--- src/rtl/distance_filter.sv ---
// Range-checked 4-sample moving average with hysteretic obstacle flag and stale detection.
// Averaged result and flags appear 2 clocks after an accepted sample; accepts one sample per clock.
module distance_filter #(
  parameter int DATA_W       = 8,
  parameter int AVG_LOG2     = 2,
  parameter int MIN_VALID    = 2,
  parameter int MAX_VALID    = 200,
  parameter int NEAR_THRESH  = 20,
  parameter int FAR_THRESH   = 30,
  parameter int STALE_CYCLES = 50_000_000
) (
  input  logic              clk,
  input  logic              rst,
  input  logic              sample_valid,
  input  logic [DATA_W-1:0] sample,
  output logic [DATA_W-1:0] avg_distance,
  output logic              avg_valid,
  output logic              avg_strobe,
  output logic              obstacle,
  output logic              stale,
  output logic [7:0]        reject_count
);

  localparam int DEPTH  = 1 << AVG_LOG2;
  localparam int SUM_W  = DATA_W + AVG_LOG2;
  localparam int TMR_W  = $clog2(STALE_CYCLES + 1);
  localparam int FILL_W = AVG_LOG2 + 1;

  localparam logic [1:0] S_FILL  = 2'd0;
  localparam logic [1:0] S_RUN   = 2'd1;
  localparam logic [1:0] S_STALE = 2'd2;

  localparam logic [DATA_W-1:0] MIN_V   = DATA_W'(MIN_VALID);
  localparam logic [DATA_W-1:0] MAX_V   = DATA_W'(MAX_VALID);
  localparam logic [DATA_W-1:0] NEAR_V  = DATA_W'(NEAR_THRESH);
  localparam logic [DATA_W-1:0] FAR_V   = DATA_W'(FAR_THRESH);
  localparam logic [TMR_W-1:0]  STALE_V = TMR_W'(STALE_CYCLES);
  localparam logic [FILL_W-1:0] DEPTH_V = FILL_W'(DEPTH);

  logic [DATA_W-1:0]   ring_q [DEPTH];
  logic [DATA_W-1:0]   ring_d [DEPTH];
  logic [SUM_W-1:0]    sum_q, sum_d;
  logic [AVG_LOG2-1:0] ptr_q, ptr_d;
  logic [FILL_W-1:0]   fill_q, fill_d;
  logic [TMR_W-1:0]    timer_q, timer_d;
  logic [1:0]          state_q, state_d;
  logic                pend_q, pend_d;
  logic [DATA_W-1:0]   avg_q, avg_d;
  logic                vld_q, vld_d;
  logic                strobe_q, strobe_d;
  logic                obs_q, obs_d;
  logic                stale_q, stale_d;
  logic [7:0]          rej_q, rej_d;

  logic                accept;
  logic [TMR_W-1:0]    timer_inc;
  logic [DATA_W-1:0]   avg_new;

  assign accept    = sample_valid && (sample >= MIN_V) && (sample <= MAX_V);
  assign timer_inc = (timer_q == STALE_V) ? timer_q : timer_q + 1'b1;
  assign avg_new   = sum_q[SUM_W-1:AVG_LOG2];

  always_comb begin
    ring_d   = ring_q;
    sum_d    = sum_q;
    ptr_d    = ptr_q;
    fill_d   = fill_q;
    timer_d  = timer_q;
    state_d  = state_q;
    pend_d   = 1'b0;
    avg_d    = avg_q;
    vld_d    = vld_q;
    strobe_d = pend_q;
    obs_d    = obs_q;
    stale_d  = stale_q;
    rej_d    = rej_q;

    // Second pipeline stage: publish the sum captured on the previous edge.
    if (pend_q) begin
      avg_d = avg_new;
      if (state_q == S_RUN) begin
        vld_d = 1'b1;
        if (avg_new < NEAR_V) begin
          obs_d = 1'b1;
        end else if (avg_new >= FAR_V) begin
          obs_d = 1'b0;
        end
      end else begin
        vld_d = 1'b0;
        obs_d = 1'b0;
      end
    end

    if (accept) begin
      ring_d[ptr_q] = sample;
      sum_d         = sum_q + SUM_W'(sample) - SUM_W'(ring_q[ptr_q]);
      ptr_d         = ptr_q + 1'b1;
      timer_d       = '0;
      pend_d        = 1'b1;
      stale_d       = 1'b0;
      case (state_q)
        S_STALE: begin
          fill_d  = FILL_W'(1);
          state_d = S_FILL;
        end
        S_FILL: begin
          fill_d = fill_q + 1'b1;
          if (fill_q + 1'b1 == DEPTH_V) begin
            state_d = S_RUN;
          end
        end
        default: ;
      endcase
    end else begin
      timer_d = timer_inc;
      if (sample_valid && (rej_q != 8'hFF)) begin
        rej_d = rej_q + 1'b1;
      end
      // Flushing the window lets partial sums stay exact when refilling.
      if ((state_q != S_STALE) && (timer_inc == STALE_V)) begin
        state_d = S_STALE;
        for (int i = 0; i < DEPTH; i++) begin
          ring_d[i] = '0;
        end
        sum_d   = '0;
        fill_d  = '0;
        ptr_d   = '0;
        stale_d = 1'b1;
        vld_d   = 1'b0;
        obs_d   = 1'b0;
      end
    end
  end

  always_ff @(posedge clk) begin
    if (rst) begin
      for (int i = 0; i < DEPTH; i++) begin
        ring_q[i] <= '0;
      end
      sum_q    <= '0;
      ptr_q    <= '0;
      fill_q   <= '0;
      timer_q  <= '0;
      state_q  <= S_FILL;
      pend_q   <= 1'b0;
      avg_q    <= '0;
      vld_q    <= 1'b0;
      strobe_q <= 1'b0;
      obs_q    <= 1'b0;
      stale_q  <= 1'b0;
      rej_q    <= '0;
    end else begin
      ring_q   <= ring_d;
      sum_q    <= sum_d;
      ptr_q    <= ptr_d;
      fill_q   <= fill_d;
      timer_q  <= timer_d;
      state_q  <= state_d;
      pend_q   <= pend_d;
      avg_q    <= avg_d;
      vld_q    <= vld_d;
      strobe_q <= strobe_d;
      obs_q    <= obs_d;
      stale_q  <= stale_d;
      rej_q    <= rej_d;
    end
  end

  assign avg_distance = avg_q;
  assign avg_valid    = vld_q;
  assign avg_strobe   = strobe_q;
  assign obstacle     = obs_q;
  assign stale        = stale_q;
  assign reject_count = rej_q;

endmodule

--- config.mk ---
export PLATFORM = sky130hd
export DESIGN_NAME = distance_filter
export DESIGN_NICKNAME = d
export VERILOG_FILES = /design/src/rtl/distance_filter.sv
export SDC_FILE = /design/constraint.sdc
export NUM_CORES = 1
export LEC_CHECK = 0
export ABC_AREA = 1
export CAP_MARGIN = 20
export CORE_MARGIN = 5
export CORE_UTILIZATION = 32
export CTS_BUF_LIST = sky130_fd_sc_hd__clkbuf_4 sky130_fd_sc_hd__clkbuf_8 sky130_fd_sc_hd__clkbuf_16
export CTS_CLUSTER_SIZE = 30
export DETAILED_ROUTE_END_ITERATION = 8
export DONT_BUFFER_PORTS = 1
export PLACE_DENSITY = 0.55
export SLEW_MARGIN = 20
export SYNTH_ARGS = -nofsm -noshare
export SYNTH_HDL_FRONTEND = slang
export SYNTH_SLANG_ARGS = --single-unit
--- constraint.sdc ---
create_clock -name clk -period 8.8 [get_ports clk]
set_clock_uncertainty 0.2 [all_clocks]
set_input_delay 0.44 -clock clk [delete_from_list [all_inputs] [get_ports clk]]
set_output_delay 0.44 -clock clk [all_outputs]
set_load 0.02 [all_outputs]
==> results by group <==
Clock network
  – Clock transition at path regs: 0.07 ns
  – TritonCTS clock tree: yes
  – Clk Tree Root Cell: clkbuf_16
  – CTS buffer count: 9
  – Max Root-Sink Buffers: 2
  – Setup bufs post-CTS: 0
  – Num Clock Sinks: 96
  – Max H-tree Level: 3
  – Worst-Skew Late Latency: 0.36 ns

Min path
  – Worst hold path type: in2reg
  – Hold depth: 2

Worst setup path
  – Worst path arrival time: 3.96 ns
  – Element type at the critical path end: register
  – CP required: 8.89 ns
  – Reg2reg path depth: 17
  – Crit-path max FO: 21
  – Reg2Reg Setup Slack: 4.93 ns
  – WS Path Type: reg2reg
  – Startpoint types: register

Die
  – Initial Util: 0.327
  – Die Height: 138 um
  – Die width: 138 um
  – Die footprint: 19000 sq um
  – Core footprint: 15900 sq um
  – Cell row count: 46
  – # IOs: 31

Finish
  – Filler Cell Count: 1761
  – Antenna cells: 0
  – Multi-input gate area in the final layout: 2840 sq um
  – Seq. cell area: 1920 sq um
  – Final cell area excluding filler cells: 5780 sq um
  – Area growth syn-to-layout: 10.7%
  – Share of post-route cells with drive strength above 1: 0.0544
  – Nets: 788

Logic synthesis
  – Area leader, netlist: dfxtp_1
  – Top cells by area, synth: dfxtp_1 37%, nand2_1 11%, nor2_1 7.6%
  – Netlist cell types: 39
  – Synth cell count leaders: 155 x nand2_1, 106 x nor2_1, 96 x dfxtp_1, 96 x inv_1, 70 x a21oi_1
  – Synth top area share: 0.368
  – Ys flop type: dfxtp_1
  – #FFs+latches synth: 96
  – Syn Nets: 791
  – Synthesized instance count: 751
  – Yosys warns: 0
  – EDFF count, synth: 0
  – Syn Area/Cell: 6.95 sq um
  – Top-count cell post-synth: nand2_1
  – Post-synthesis instance area: 5220 sq um
  – Post-synthesis sequential area ratio: 0.368
  – Ys async rst share: 0

Global route
  – Vias in the first global route: 4388
  – Global route overflow: 0
  – Pin count of the biggest net entering global routing: 43
  – Total GRT Usage: 0.147
  – First-pass GRT wire length: 22000 um
  – Initial antenna violation count: 0

Pwr
  – Int Pwr: 0.000849 W
  – Sequential share of power: 0.390
  – Leakage: 2.28 nW
  – Clock power frac: 0.375
  – Pwr dens: 215 nW/um^2
  – Net Sw Frac: 0.317
  – Psw: 0.000393 W
  – Combinational group share of total power: 0.236
  – IR Drop Worst-Case VDD: 0.102 mV

Timing
  – Fin crit period: 3.87 ns
  – Final Cycle Share: 0.440
  – Max Freq: 258 MHz
  – Relative slew slack: 0.336
  – Setup TNS: 0 ns
  – Setup violators final: 0
  – Slew Viols, Final: 0
  – RSZ-0062 raised after global routing: false
  – Hold Vio Cnt, Final: 0
  – Slew at the pin with the worst max-slew slack: 0.994 ns

Detailed routing
  – DRT Wirelength: 13300 um
  – Routed length per instance: 13.7 um
  – Vias after detailed routing: 4642
  – DRT Pass-1 Iters: 5
  – Vias/cell: 4.79
  – DRT antenna net count: 0
  – Residual DRC count: 0
  – First DRT Iteration DRCs: 260

Outcome
  – Status: finished clean

Placement
  – Port Buffers: 0
  – Routability cong.: 0.824
  – Dpl hpwl: 9870 um
  – Dpl cell area: 5410 sq um

Job
  – # Max-Cap Violations: 0
[per-stage QoR]
step           total power [W]  worst slack [ns]  hold slack, ns  std cells   util
6_report               0.00124              4.93          0.0188        969  0.362
5_1_grt                0.00133              4.38          0.0140        969  0.362
4_1_cts                0.00126              4.93         0.00641        969  0.362
3_5_place_dp          0.000783              4.98           0.247        952  0.339
3_3_place_gp          0.000779              5.04           0.242        952  0.339
2_1_floorplan         0.000719              5.46           0.228        751      -
[logic make-up (layout without fill, tap and decap cells)]
| group | Yosys count | in the layout | synth area share |
|---|---|---|---|
| and+or+nand+nor | 359 | 359 | 0.297 |
| AOI/OAI and AO/OA | 136 | 136 | 0.138 |
| DFF | 96 | 96 | 0.368 |
| buffers and inverters | 115 | 117 | 0.0873 |
| adders and majority gates | 29 | 29 | 0.0811 |
| xor gates and xnor gates | 16 | 16 | 0.0283 |
[sequential cells by signal, summed over array words and instances, names as in the netlist, 2 cells and up]
register,flops
avg_distance,8
fill_q,3
ptr_q,2
reject_count,8
ring_q,32
state_q,2
sum_q,10
timer_q,26
[power by group through the flow]
stage | Combinational (W) | Sequential, W | Clock, W
6_report | 0.000292 | 0.000484 | 0.000465
5_1_grt | 0.000346 | 0.000487 | 0.000496
4_1_cts | 0.000296 | 0.000484 | 0.000480
3_5_place_dp | 0.000290 | 0.000493 | 0
3_3_place_gp | 0.000286 | 0.000493 | 0
2_1_floorplan | 0.000233 | 0.000486 | 0
[area by class of cell]
cell class / instances / share of cell area
multi-input cells: 540 / 0.492
repair buffers: 1 / 0.00347
clock buffers: 9 / 0.0390
inverters: 100 / 0.0650
flip-flops and latches: 96 / 0.333
well taps: 216 / 0.0468
clock inverters: 7 / 0.0214
[layer usage]
metal  GRT usage  share of wire  wire length [um]  up-vias
met5           0              0                 0        -
met4      0.0477          0.018               236        0
met3      0.0340          0.054               713       18
met2       0.225           0.44              5840       91
met1       0.205           0.49              6470     2115
li1            -              -                 -     2418
[placed cells by master, fill, tap and decap left out, types with 2 or more instances in the layout]
cell type / count
nand4_1: 5
nor3_1: 7
xor2_1: 13
inv_1: 96
o22ai_1: 9
xnor2_1: 2
ha_1: 21
inv_2: 3
nand3b_1: 3
nor2_4: 4
bufinv_16: 3
dfxtp_1: 96
nand2_2: 3
clkbuf_16: 9
a21oi_1: 70
fa_1: 8
nand2_1: 155
or2_2: 2
nor2_2: 6
nand3_1: 64
nor2_1: 106
inv_6: 2
o21ai_0: 48
[what timing repair did]
item / 4_1_cts / 5_1_grt
resized for setup: 0 / 0
hold buffers: 1 / 0
hold endpoints to repair: 42 / 0
setup endpoints to repair: 0 / 0
[critical path, cell delays in order (launching register included)]
cell and delay [ns]:
dfxtp_1 0.69, inv_1 0.39, o21ai_0 0.26, o22ai_1 0.11, fa_1 0.49, inv_1 0.06
fa_1 0.46, nand3_1 0.12, nand2_1 0.06, nand2_1 0.08, nand2_1 0.05, a21oi_1 0.15
nor2_1 0.08, o21ai_0 0.15, nand2_1 0.08, a21oi_1 0.11, o21ai_0 0.10, a21oi_1 0.14
[path summary, 6_finish.rpt]
kind / start / endpoint
worst max-delay path: ptr_q[0]$_SDFFE_PP0P_ / sum_q[8]$_SDFFE_PP0P_
worst min-delay path: sample[0] / ring_q[16]$_SDFFE_PP0P_
worst max register to register: ptr_q[0]$_SDFFE_PP0P_ / sum_q[8]$_SDFFE_PP0P_
worst min register to register: sum_q[3]$_SDFFE_PP0P_ / sum_q[3]$_SDFFE_PP0P_
(Power assumes the default switching activity.)
